## src/rtl/mem_arb_pkg.sv

```systemverilog
// Shared types and defaults for the external memory port arbiter.
package mem_arb_pkg;

  typedef enum logic [1:0] {
    IDLE   = 2'd0,
    BUSY_I = 2'd1,
    BUSY_D = 2'd2,
    D_HOLD = 2'd3
  } state_e;

  localparam logic GNT_I = 1'b0;
  localparam logic GNT_D = 1'b1;

  localparam int DEF_BEATS    = 8;
  localparam int DEF_DW       = 64;
  localparam int DEF_AW       = 64;
  localparam int DEF_LOCK_MAX = 16;

endpackage

```

## src/rtl/mem_arb_beat_cnt.sv

```systemverilog
// Wrapping up-counter with terminal-count flag; used for burst beats and lock idle time.
module mem_arb_beat_cnt #(
  parameter int TC = 8
) (
  input  logic                  clk,
  input  logic                  rst_n,
  input  logic                  inc_i,
  input  logic                  clr_i,
  output logic [$clog2(TC)-1:0] cnt_o,
  output logic                  last_o
);

  localparam int CW = $clog2(TC);

  logic [CW-1:0] cnt_q, cnt_d;

  assign last_o = (cnt_q == CW'(TC - 1));
  assign cnt_o  = cnt_q;

  always_comb begin
    cnt_d = cnt_q;
    if (clr_i) begin
      cnt_d = '0;
    end else if (inc_i) begin
      cnt_d = last_o ? '0 : cnt_q + 1'b1;
    end
  end

  always_ff @(posedge clk or negedge rst_n) begin
    if (!rst_n) begin
      cnt_q <= '0;
    end else begin
      cnt_q <= cnt_d;
    end
  end

endmodule

```

## src/rtl/mem_arb.sv

```systemverilog
// Round-robin arbiter sharing one burst memory port between I-cache and D-cache refill engines.
// state  | meaning
// IDLE   | no burst; arbitrate i_req/d_req
// BUSY_I | I read burst on the bus
// BUSY_D | D read or write burst on the bus
// D_HOLD | D lock held after a burst; I side blocked until d_req, unlock or timeout
module mem_arb
  import mem_arb_pkg::*;
#(
  parameter int AW       = DEF_AW,
  parameter int DW       = DEF_DW,
  parameter int BEATS    = DEF_BEATS,
  parameter int LOCK_MAX = DEF_LOCK_MAX
) (
  input  logic          clk,
  input  logic          rst_n,
  input  logic          i_req,
  input  logic [AW-1:0] i_addr,
  output logic [DW-1:0] i_rdata,
  output logic          i_rvalid,
  output logic          i_done,
  input  logic          d_req,
  input  logic          d_we,
  input  logic [AW-1:0] d_addr,
  input  logic [DW-1:0] d_wdata,
  output logic          d_wready,
  output logic [DW-1:0] d_rdata,
  output logic          d_rvalid,
  output logic          d_done,
  input  logic          d_lock,
  output logic          lock_to,
  output logic          m_req,
  output logic          m_we,
  output logic [AW-1:0] m_addr,
  output logic [DW-1:0] m_wdata,
  input  logic [DW-1:0] m_rdata,
  input  logic          m_ack
);

  localparam int BW = $clog2(BEATS);
  localparam int LW = $clog2(LOCK_MAX);

  state_e        state_q, state_d;
  logic          last_gnt_q, last_gnt_d;
  logic          m_req_q, m_req_d;
  logic          m_we_q, m_we_d;
  logic [AW-1:0] m_addr_q, m_addr_d;
  logic          lock_to_q, lock_to_d;

  logic          busy_i, busy_d, busy, hold;
  logic [BW-1:0] beat;
  logic          beat_last;
  logic [LW-1:0] lock_cnt;
  logic          lock_last;
  logic          burst_done, lock_idle, lock_expire;
  logic          gnt_i, gnt_d;
  logic          unused;

  assign busy_i     = (state_q == BUSY_I);
  assign busy_d     = (state_q == BUSY_D);
  assign busy       = busy_i | busy_d;
  assign hold       = (state_q == D_HOLD);
  assign burst_done = busy & m_ack & beat_last;
  assign lock_idle  = hold & ~d_req & d_lock;
  // Expire one count early so lock_cnt and the registered lock_to land together.
  assign lock_expire = lock_idle & (lock_cnt == LW'(LOCK_MAX - 2));

  mem_arb_beat_cnt #(.TC(BEATS)) u_beat (
    .clk    (clk),
    .rst_n  (rst_n),
    .inc_i  (busy & m_ack),
    .clr_i  (~busy),
    .cnt_o  (beat),
    .last_o (beat_last)
  );

  mem_arb_beat_cnt #(.TC(LOCK_MAX)) u_lock (
    .clk    (clk),
    .rst_n  (rst_n),
    .inc_i  (lock_idle),
    .clr_i  (~lock_idle),
    .cnt_o  (lock_cnt),
    .last_o (lock_last)
  );

  assign unused = ^{beat, lock_last};

  always_comb begin
    state_d    = state_q;
    last_gnt_d = last_gnt_q;
    m_req_d    = m_req_q;
    m_we_d     = m_we_q;
    m_addr_d   = m_addr_q;
    lock_to_d  = 1'b0;
    gnt_i      = 1'b0;
    gnt_d      = 1'b0;
    case (state_q)
      IDLE: begin
        if (i_req && (!d_req || last_gnt_q == GNT_D)) begin
          gnt_i = 1'b1;
        end else if (d_req) begin
          gnt_d = 1'b1;
        end
      end
      BUSY_I: begin
        if (burst_done) begin
          state_d = IDLE;
          m_req_d = 1'b0;
        end
      end
      BUSY_D: begin
        if (burst_done) begin
          state_d = d_lock ? D_HOLD : IDLE;
          m_req_d = 1'b0;
        end
      end
      D_HOLD: begin
        if (d_req) begin
          gnt_d = 1'b1;
        end else if (!d_lock) begin
          state_d = IDLE;
        end else if (lock_expire) begin
          state_d    = IDLE;
          lock_to_d  = 1'b1;
          last_gnt_d = GNT_D;
        end
      end
      default: state_d = IDLE;
    endcase

    if (gnt_i) begin
      state_d    = BUSY_I;
      m_req_d    = 1'b1;
      m_we_d     = 1'b0;
      m_addr_d   = i_addr;
      last_gnt_d = GNT_I;
    end
    if (gnt_d) begin
      state_d    = BUSY_D;
      m_req_d    = 1'b1;
      m_we_d     = d_we;
      m_addr_d   = d_addr;
      last_gnt_d = GNT_D;
    end
  end

  always_ff @(posedge clk or negedge rst_n) begin
    if (!rst_n) begin
      state_q    <= IDLE;
      last_gnt_q <= GNT_D;
      m_req_q    <= 1'b0;
      m_we_q     <= 1'b0;
      m_addr_q   <= '0;
      lock_to_q  <= 1'b0;
    end else begin
      state_q    <= state_d;
      last_gnt_q <= last_gnt_d;
      m_req_q    <= m_req_d;
      m_we_q     <= m_we_d;
      m_addr_q   <= m_addr_d;
      lock_to_q  <= lock_to_d;
    end
  end

  // Beat-level handshakes are combinational so data never waits a cycle.
  assign i_rvalid = busy_i & m_ack;
  assign i_rdata  = busy_i ? m_rdata : '0;
  assign i_done   = busy_i & m_ack & beat_last;
  assign d_rvalid = busy_d & ~m_we_q & m_ack;
  assign d_rdata  = (busy_d & ~m_we_q) ? m_rdata : '0;
  assign d_wready = busy_d & m_we_q & m_ack;
  assign d_done   = busy_d & m_ack & beat_last;
  assign m_wdata  = (busy_d & m_we_q) ? d_wdata : '0;

  assign m_req   = m_req_q;
  assign m_we    = m_we_q;
  assign m_addr  = m_addr_q;
  assign lock_to = lock_to_q;

endmodule

```

## config.mk

```make
export PLATFORM = sky130hd
export DESIGN_NAME = mem_arb
export DESIGN_NICKNAME = d
export VERILOG_FILES = /design/src/rtl/mem_arb_pkg.sv /design/src/rtl/mem_arb_beat_cnt.sv /design/src/rtl/mem_arb.sv
export SDC_FILE = /design/constraint.sdc
export NUM_CORES = 1
export LEC_CHECK = 0
export CORE_AREA = 5 5 204 206
export DETAILED_ROUTE_END_ITERATION = 10
export DIE_AREA = 0 0 209 211
export HOLD_SLACK_MARGIN = 0.08
export PLACE_DENSITY = 0.43
export SLEW_MARGIN = 20
export SYNTH_ARGS = -nofsm -noshare
export SYNTH_HDL_FRONTEND = slang
export SYNTH_SLANG_ARGS = --single-unit
```

## constraint.sdc

```tcl
create_clock -name clk -period 2.4 [get_ports clk]
set_clock_uncertainty 0.1 [all_clocks]
set_input_delay 0.48 -clock clk [delete_from_list [all_inputs] [get_ports clk]]
set_output_delay 0.48 -clock clk [all_outputs]
set_load 0.05 [all_outputs]
```

==> results.sh <==
export IMPL_status="finished clean"
export IMPL_setup_violations=0
export IMPL_synth_ff_type="dfrtp_1"
export IMPL_pwr_share_comb_pct=75.7
export IMPL_slowest_delay_ns=0.44
export IMPL_intPower_w=0.00762
export IMPL_finalHoldViolCount=0
export IMPL_synth_seq_cells=77
export IMPL_critPathTopFamily="buffers and inverters"
export IMPL_slew_limit_headroom_pct=57.4
export IMPL_drt_pass1_iter_count=4
export IMPL_criticalPathCategory="flop to primary output"
export IMPL_p_total_w=0.0151
export IMPL_switchingPower_w=0.00750
export IMPL_hold_class="flop to flop"
export IMPL_drt_wl_total_um=33200
export IMPL_vias=6194
export IMPL_num_rows=73
export IMPL_synth_warnings=0
export IMPL_fillers=4045
export IMPL_clock_path_buffers=2
export IMPL_clk_pin_slew_ns=0.06
export IMPL_synthesis_area_um2=5130
export IMPL_syn_mean_instance_area_um2=8.94
export IMPL_synth_compound_area_share_pct=8.80
export IMPL_arrival_ns=1.81
export IMPL_track_usage_pct=14.0
export IMPL_finalCritPeriodShare_pct=99.5
export IMPL_grt_overflow=0
export IMPL_ir_drop_mv=0.573
export IMPL_worst_pin_slew_ns=0.639
export IMPL_cp_slowest_cell="dfrtp_2"
export IMPL_die_h_um=211
export IMPL_cts_tree="yes"
export IMPL_dieArea_um2=44100
export IMPL_fp_dieW_um=209
export IMPL_yosysUniqueCellTypes=36
export IMPL_fmax_mhz=419
export IMPL_r2r_setup_slack_ns=0.20
export IMPL_clock_latency_ns=0.34
export IMPL_worstSetupEndpointType="primary output"
export IMPL_rsz0062_at_grt="true"
export IMPL_nNetsFinal=1358
export IMPL_p_sw_share_pct=49.6
export IMPL_postRouteAntennaNets=0
export IMPL_start_kind="flop"
export IMPL_fin_crit_ns=2.39
export IMPL_root_buffer="clkbuf_16"
export IMPL_via_per_inst=3.82
export IMPL_drtIter0Drc=179
export IMPL_grt_antenna_before_repair=11
export IMPL_synth_simple_area_share_pct=31.5
export IMPL_synth_area_leaders="dfrtp_1 (37%), and2_1 (16%), mux2i_1 (13%)"
export IMPL_synth_edf_count=0
export IMPL_synth_nets=845
export IMPL_cts_buffers=9
export IMPL_ioPinCount=527
export IMPL_seqPwrFrac_pct=15.1
export IMPL_path_buf_inv=4
export IMPL_wl_per_cell_um=20.5
export IMPL_cp_max_fo=8
export IMPL_power_density_nw_per_um2=1110
export IMPL_yosys_area_top_type="dfrtp_1"
export IMPL_gp_congestion=0.841
export IMPL_synth_seq_area_share_pct=37.6
export IMPL_core_area_um2=39500
export IMPL_maxCapViolCount=0
export IMPL_grt_max_degree=76
export IMPL_synth_fa_ha_area_share_pct=1.95
export IMPL_setup_tns_ns=0
export IMPL_mostFrequentLayoutCells="clkdlybuf4s50_1 (327), buf_12 (208), and2_1 (77)"
export IMPL_synthCells=574
export IMPL_htree_levels=3
export IMPL_p_leak_nw=5.99
export IMPL_synth_top_family_by_area="simple AND/OR/NAND/NOR gates"
export IMPL_maxSlewViolCount=0
export IMPL_async_flop_share_pct=100
export IMPL_areaGrowthSynthToFinish_pct=166
export IMPL_clkPwrFrac_pct=9.2
export IMPL_grt_pass1_vias=6346
export IMPL_synthMuxAreaShare_pct=13.6
export IMPL_start_util_pct=13.0
export IMPL_synth_top_area_share_pct=37.0
export IMPL_crit_chain="ha_4, nor2b_4, buf_12, buf_8, buf_16, and2_4, buf_12"
export IMPL_final_layout_size_suffix_gt1_share_pct=28.7
export IMPL_dpl_hpwl_um=26500
export IMPL_synthXorXnorAreaFrac_pct=0.171
export IMPL_cpMostUsedCell="buf_12"
export IMPL_clkSinkCount=77
export IMPL_port_buffers=526
export IMPL_cp_required_ns=1.82
export IMPL_layout_commonest_cell="clkdlybuf4s50_1"
export IMPL_grt_pass1_wl_um=45900
export IMPL_drc=0
[worst register-to-register path, stage by stage, from the launching register on]
cell	delay, ns
dfrtp_1	0.36
inv_2	0.06
buf_4	0.12
buf_4	0.12
ha_1	0.37
and2b_4	0.31
a21oi_2	0.05
o221ai_2	0.25
mux2_4	0.33
[state kept, by name, summed over array words and instances, names as in the netlist]
| register | count |
|---|---|
| m_req | 1 |
| u_lock.cnt_o | 4 |
| last_gnt_q | 1 |
| u_beat.cnt_o | 3 |
| m_we | 1 |
| lock_to | 1 |
| m_addr | 64 |
| state_q | 2 |
[synth_stat cells (5+ instances only)]
library cell	instances
buf_4	5
and2_1	130
ha_1	8
mux2i_1	67
buf_2	11
and3_1	68
dfrtp_1	76
clkbuf_1	27
inv_1	7
a21oi_1	66
nor2_1	69
[through the flow]
| stage | instances | worst slack, ns | hold WS (ns) | util (%) | instance area (µm²) |
|---|---|---|---|---|---|
| final | 1623 | 0.0132 | 0.419 | 34.6 | 13700 |
| after global routing | 1622 | -0.0562 | 0.446 | 34.6 | 13700 |
| after CTS | 1615 | -0.0967 | 0.417 | 34.3 | 13500 |
| after detailed placement | 1586 | 0.144 | 0.405 | 32.8 | 12900 |
| after global placement | 1586 | 0.177 | 0.400 | 32.8 | 12900 |
| after floorplan | 574 | 0.138 | 0.0844 | - | 5130 |
[path summary, 6_finish.rpt]
kind / start / endpoint / cells past startpoint
worst min register to register: u_lock.cnt_o[3] / u_lock.cnt_o[0] / 1
min in group asynchronous: rst_n / m_addr[19] / 2
worst max-delay path: state_q[1] / d_rvalid / 7
max in group asynchronous: rst_n / m_addr[4] / 3
worst min-delay path: u_lock.cnt_o[3] / u_lock.cnt_o[0] / 1
worst max register to register: state_q[0] / state_q[0] / 8
[cell families after synthesis]
family	after synthesis
and+or+nand+nor	283
AOI/OAI and AO/OA	79
DFF	77
muxes	69
buffers and inverters	57
adders and majority gates	8
xor gates and xnor gates	1
[metal layers]
layer | up-vias | share of wire [%] | track usage [%]
met4 | 0 | 1.9 | 5.24
met5 | - | 0 | 0
met3 | 34 | 8.2 | 5.35
met1 | 2888 | 36 | 14.5
li1 | 2971 | - | -
met2 | 301 | 53 | 25.8
[what timing repair did]
action | in CTS | in global routing
hold buffers | 1 | 0
pin swaps | 18 | 6
hold endpoints to repair | 37 | 0
endpoints found under the setup margin | 70 | 96
resized for setup | 39 | 42
gates cloned | 5 | 1
setup buffers | 7 | 4
[power by group through the flow]
stage                     Sequential (W)  Combinational, W  Clock (W)
final                            0.00228            0.0114    0.00140
after global routing             0.00236            0.0119    0.00154
after CTS                        0.00229            0.0115    0.00150
after detailed placement         0.00230            0.0110          0
after global placement           0.00228            0.0110          0
after floorplan                  0.00419           0.00425          0
[layout make-up]
cell class	instances	area (µm²)	area share [%]
Clock inverter	2	35.0	0.256
Multi-Input combinational cell	440	3070	22.4
Antenna cell	6	15.0	0.110
Timing Repair Buffer	552	7680	56.2
Clock buffer	14	254	1.86
Inverter	7	26.3	0.192
Tap cell	525	657	4.81
Sequential cell	77	1930	14.1
(Power assumes the default switching activity.)
